--- src/rtl/cordic_seq_ctrl_if.sv ---
// Handshake/control bundle between the CORDIC sequencer and its neighbours.
// master: host start logic plus datapath sign taps (drives bgn, mode_in,
//         sgn_z, sgn_y, abrt, ack; observes the sequencer outputs).
// slave : the sequencer itself (drives itr, init, ld, dir, mode, busy, fin).
interface cordic_seq_ctrl_if #(
  parameter int ITRW = 4
);
  logic            bgn;
  logic            mode_in;
  logic            sgn_z;
  logic            sgn_y;
  logic            abrt;
  logic            ack;
  logic [ITRW-1:0] itr;
  logic            init;
  logic            ld;
  logic            dir;
  logic            mode;
  logic            busy;
  logic            fin;

  modport master (
    output bgn, mode_in, sgn_z, sgn_y, abrt, ack,
    input  itr, init, ld, dir, mode, busy, fin
  );

  modport slave (
    input  bgn, mode_in, sgn_z, sgn_y, abrt, ack,
    output itr, init, ld, dir, mode, busy, fin
  );
endinterface

--- src/rtl/cordic_seq_ctrl.sv ---
// Iteration sequencer for the iterative CORDIC datapath.
// Runs NITR micro-rotations per operation, presents the iteration index to the
// shifter/arctan LUT, latches rotation/vectoring mode, derives the per-step
// direction bit from the datapath sign taps and holds the result with fin/ack.
// Ports:
//   clk  - clock, all state on rising edge
//   rst  - asynchronous active-high reset
//   bus  - slave side of cordic_seq_ctrl_if
//          in : bgn, mode_in, sgn_z, sgn_y, abrt, ack
//          out: itr, init, ld, dir, mode, busy, fin
module cordic_seq_ctrl #(
  parameter int ITRW = 4,
  parameter int NITR = 16
) (
  input logic              clk,
  input logic              rst,
  cordic_seq_ctrl_if.slave bus
);

  localparam logic [1:0] S_IDLE = 2'd0;
  localparam logic [1:0] S_EXEC = 2'd1;
  localparam logic [1:0] S_DONE = 2'd2;

  // Terminal compare on NITR-1 so NITR = 2^ITRW never relies on wrap-around.
  localparam logic [ITRW-1:0] ITR_LAST = ITRW'(NITR - 1);

  logic [1:0]      state;
  logic [ITRW-1:0] itr;
  logic            mode;
  logic            start;
  logic            init;
  logic            ld;
  logic            dir;
  logic            busy;
  logic            fin;

  // Output decode: depends on state and bgn/ack/abrt/sign taps only, never on
  // mode_in. rst forces everything low so a bgn held during reset is not seen.
  always_comb begin
    start = 1'b0;
    init  = 1'b0;
    ld    = 1'b0;
    dir   = 1'b0;
    busy  = 1'b0;
    fin   = 1'b0;
    if (!rst) begin
      case (state)
        S_IDLE: begin
          start = bus.bgn & ~bus.abrt;
          init  = start;
          ld    = start;
        end
        S_EXEC: begin
          busy = 1'b1;
          ld   = ~bus.abrt;
          // Rotation drives z toward zero, vectoring drives y toward zero.
          dir  = mode ? bus.sgn_y : ~bus.sgn_z;
        end
        S_DONE: begin
          busy  = 1'b1;
          fin   = ~bus.abrt;
          start = bus.ack & bus.bgn & ~bus.abrt;
          init  = start;
          ld    = start;
        end
        default: ;
      endcase
    end
  end

  always_ff @(posedge clk or posedge rst) begin
    if (rst) begin
      state <= S_IDLE;
      itr   <= '0;
      mode  <= 1'b0;
    end else begin
      case (state)
        S_IDLE: begin
          if (start) begin
            mode  <= bus.mode_in;
            itr   <= '0;
            state <= S_EXEC;
          end
        end
        S_EXEC: begin
          if (bus.abrt) begin
            itr   <= '0;
            state <= S_IDLE;
          end else if (itr == ITR_LAST) begin
            state <= S_DONE;
          end else begin
            itr <= itr + 1'b1;
          end
        end
        S_DONE: begin
          if (bus.abrt) begin
            itr   <= '0;
            state <= S_IDLE;
          end else if (start) begin
            // Back-to-back: result consumed and next operation launched together.
            mode  <= bus.mode_in;
            itr   <= '0;
            state <= S_EXEC;
          end else if (bus.ack) begin
            state <= S_IDLE;
          end
        end
        default: state <= S_IDLE;
      endcase
    end
  end

  assign bus.itr  = itr;
  assign bus.mode = mode;
  assign bus.init = init;
  assign bus.ld   = ld;
  assign bus.dir  = dir;
  assign bus.busy = busy;
  assign bus.fin  = fin;

endmodule

--- src/flat_wrapper.sv ---
// flat-port wrapper written by rule: the top's interface ports become plain ports
module cordic_seq_ctrl_flat 
#(
  parameter int ITRW = 4,
  parameter int NITR = 16
)
  (clk, rst, bus_bgn, bus_mode_in, bus_sgn_z, bus_sgn_y, bus_abrt, bus_ack, bus_itr, bus_init, bus_ld, bus_dir, bus_mode, bus_busy, bus_fin);
  cordic_seq_ctrl_if #(.ITRW(ITRW)) bus_i ();
  input logic clk;
  input logic rst;
  input wire logic [$bits(bus_i.bgn)-1:0] bus_bgn;
  input wire logic [$bits(bus_i.mode_in)-1:0] bus_mode_in;
  input wire logic [$bits(bus_i.sgn_z)-1:0] bus_sgn_z;
  input wire logic [$bits(bus_i.sgn_y)-1:0] bus_sgn_y;
  input wire logic [$bits(bus_i.abrt)-1:0] bus_abrt;
  input wire logic [$bits(bus_i.ack)-1:0] bus_ack;
  output wire logic [$bits(bus_i.itr)-1:0] bus_itr;
  output wire logic [$bits(bus_i.init)-1:0] bus_init;
  output wire logic [$bits(bus_i.ld)-1:0] bus_ld;
  output wire logic [$bits(bus_i.dir)-1:0] bus_dir;
  output wire logic [$bits(bus_i.mode)-1:0] bus_mode;
  output wire logic [$bits(bus_i.busy)-1:0] bus_busy;
  output wire logic [$bits(bus_i.fin)-1:0] bus_fin;
  assign bus_i.bgn = bus_bgn;
  assign bus_i.mode_in = bus_mode_in;
  assign bus_i.sgn_z = bus_sgn_z;
  assign bus_i.sgn_y = bus_sgn_y;
  assign bus_i.abrt = bus_abrt;
  assign bus_i.ack = bus_ack;
  assign bus_itr = bus_i.itr;
  assign bus_init = bus_i.init;
  assign bus_ld = bus_i.ld;
  assign bus_dir = bus_i.dir;
  assign bus_mode = bus_i.mode;
  assign bus_busy = bus_i.busy;
  assign bus_fin = bus_i.fin;
  cordic_seq_ctrl #(.ITRW(ITRW), .NITR(NITR)) u_core (.clk(clk), .rst(rst), .bus(bus_i));
endmodule
--- config.mk ---
export PLATFORM = sky130hd
export DESIGN_NAME = cordic_seq_ctrl_flat
export DESIGN_NICKNAME = d
export VERILOG_FILES = /design/src/rtl/cordic_seq_ctrl_if.sv /design/src/rtl/cordic_seq_ctrl.sv /design/src/flat_wrapper.sv
export SDC_FILE = /design/constraint.sdc
export NUM_CORES = 1
export LEC_CHECK = 0
export ABC_AREA = 1
export ABC_CLOCK_PERIOD_IN_PS = 1800
export BUFFER_PORTS_ARGS = -buffer_cell sky130_fd_sc_hd__buf_4
export CAP_MARGIN = 30
export CORE_AREA = 2 2 39 41
export DETAILED_ROUTE_END_ITERATION = 10
export DIE_AREA = 0 0 41 43
export GPL_ROUTABILITY_DRIVEN = 0
export PLACE_DENSITY = 0.66
export SYNTH_ARGS = -nofsm -noshare
export SYNTH_HDL_FRONTEND = slang
export SYNTH_SLANG_ARGS = --single-unit
--- constraint.sdc ---
create_clock -name clk -period 1.8 [get_ports clk]
set_input_delay 0.36 -clock clk [delete_from_list [all_inputs] [get_ports clk]]
set_output_delay 0.36 -clock clk [all_outputs]
set_load 0.02 [all_outputs]
==> results.md <==
- Most used cell, CP: nand2_2
- Setup CP Type: register to output port
- TritonRoute pass-1 iters: 4
- Outcome: finished with violations
- H-Tree Level Count: 1
- Critical path, cell by cell: inv_2 > ha_1 > inv_1 > nand2_2 > nand2_2 > a211oi_2 > buf_4
- Worst-skew pair later-pin latency: 0.25 ns
- Die Span Y: 43 um
- Comb pwr share: 60.8%
- Peak Freq: 0.547 GHz
- Int Pwr: 0.524 mW
- Slowest cell delay on critical path: 0.43 ns
- Mapped Nets: 88
- Io pins: 18
- Count of non-filler cells in the finished layout: 116
- Worst slew margin: 85.1%
- IO Port Bufs: 17
- VDD IR max: 0.554 mV
- ANT nets after route: 0
- Row Count: 14
- Core area: 1380 sq um
- Met3 Wirelength: 58 um
- Max Root-Sink Buffers: 2
- Sink Count: 7
- Adder-cell share of the synthesized area: 11.6%
- Die width: 41 um
- CP Launch Type: register
- Final min period: 1.83 ns
- Sw Pwr: 0.432 mW
- Part of the cycle the worst path needs: 102%
- Clock tree root buffer cell: clkbuf_4
- M1 WL: 518 um
- Placed insts: 108
- Final setup TNS: -0.0289 ns
- Layout cells sized above 1: 42.0%
- Average cell area after synthesis: 7.21 sq um
- Total congestion overflow: 0
- Post-Synth Simple-Gate Area: 37.5%
- Top-count cell post-synth: nand2_1
- Layout Nets: 114
- RSZ-0062 raised after global routing: true
- Primary FF master, synth: dfrtp_1
- Post-synth top area share: 32.4%
- Synth Register Bits: 7
- Reg2Reg Setup Slack: 0.42 ns
- Hold crit path type: input port to asynchronous set/reset pin
- DRT iter0 DRCs: 5
- Area leader, netlist: dfrtp_1
- Combinational family with the most area after synthesis: simple AND/OR/NAND/NOR gates
- Final core occ: 55.6%
- CTS buffer count: 3
- Largest net degree at the start of global routing: 10
- P per Cell Area: 1240 nW/um^2
- CP endpoint kind: output port
- Dpl hpwl: 884 um
- Routed wl met2: 569 um
- Initial Util: 39.1%
- Post-synthesis xor/xnor area fraction: 0%
- Post-Synthesis Cells: 75
- Critical path buffers and inverters: 3
- Max-cap viol count: 0
- Vias in the first global route: 481
- Violated checks: negative setup slack
- CTS tree: done
- Sw frac: 45.2%
- DR DRC count: 0
- LEAKAGE: 0.422 nW
- Clk pwr share: 14.8%
- First-pass GRT wire length: 2.04 mm
- Compound-gate portion of the synthesized area: 10.2%
- Required @ worst endpoint: 1.44 ns
- Highest routed metal layer: met4
- Area Overhead vs Synth: 42.4%
- Setup Viol. Count Final: 1
- Routed WL: 1.19 mm
- Reg power frac: 24.4%
- Clock-pin slew on the worst setup and hold paths: 0.05 ns
- Top cells by area, synth: dfrtp_1 32%, nand2_1 17%, ha_1 12%
- Vias/cell: 4.69
- Post-route setup slack: -0.0289 ns
- Ant. Diodes: 0
- WHS: 0.0395 ns
- Worst EP arrival: 1.47 ns
- Hold Vio Cnt, Final: 0
- Worst slew pin tran: 0.223 ns
- CP max FO: 3
- Pins Over Slew Limit: 0
- List of most frequent post-synthesis cells: 24 x nand2_1, 9 x inv_1, 7 x dfrtp_1, 6 x nand3_1
- Synth unique cells: 16
- Skew final: 0.00359 ns
- Critical Path Slowest Stage Cell: dfrtp_1
- Yosys warns: 0
- Crit-path leading delay family: flip-flops
- Routed via count: 544
- Post-synthesis cell area: 541 sq um
- Die area: 1760 sq um
- Seq/Total Area, Yosys: 32.4%
- Number of synthesized flops with an enable pin: 0
- Drt wl/cell: 10.2 um
- Post-synthesis mux area share: 0%
- Pre-CTS setup slack: 0.162 ns
- Total GRT Usage: 17.2%
- Ys async rst share: 100%
- Antenna violations before repair: 0
[flip-flops by register name, summed over array words and instances, names as in the netlist]
name	flops
u_core.state	2
u_core.bus.mode	1
u_core.bus.itr	4
[cells in the final DEF (no fill, tap or decap), drive strengths merged]
cell type / n
nand2: 27
buf: 21
inv: 12
nand3: 8
dfrtp: 7
nor2: 7
o21ai: 5
ha: 5
clkbuf: 4
a211oi: 2
o21bai: 1
o211ai: 1
[area by class of cell]
type / instances / area [sq um]
fillers: 135 / 614
multi-input cells: 56 / 345
flip-flops and latches: 7 / 175
repair buffers: 21 / 158
inverters: 12 / 45.0
clock buffers: 4 / 26.3
well taps: 16 / 20.0
[logic make-up after synthesis]
| logic type | Yosys count |
|---|---|
| fa+ha+maj | 5 |
| compound gates | 9 |
| simple gates | 42 |
| flops | 7 |
| buf+inv | 12 |
[worst paths after layout]
check / from / to / cells past startpoint
worst max register to register: u_core.state[0] / u_core.bus.itr[3] / 8
min in group clk: bus_mode_in / u_core.bus.mode / 3
worst min-delay path: rst / u_core.bus.mode / 2
worst max-delay path: u_core.state[1] / bus_ld / 7
worst min register to register: u_core.bus.itr[0] / u_core.bus.itr[0] / 1
max in group asynchronous: rst / u_core.state[1] / 2
[layer usage]
metal / GRT usage, % / vias up
li1: - / 286
met1: 22.3 / 236
met2: 25.6 / 17
met3: 3.14 / 5
met4: 10.0 / 0
met5: 0 / -
[stage by stage]
stage	cell area [sq um]	power, mW
after global routing	769	1.05
after global placement	688	0.736
final	769	0.956
after CTS	752	0.949
after floorplan	541	0.593
after detailed placement	688	0.742
[what timing repair did]
action                                  CTS  global route
gates resized for setup                   7             1
endpoints found under the setup margin    1             2
hold buffers                              0             0
setup buffers                             3             1
[power by group through the flow]
stage               sequential, mW  clock (mW)  combinational, mW
global placement             0.233           0              0.503
floorplan                    0.256           0              0.337
global route                 0.239       0.160              0.654
finish                       0.233       0.142              0.581
CTS                          0.231       0.147              0.571
detailed placement           0.235           0              0.507
(Power assumes the default switching activity.)
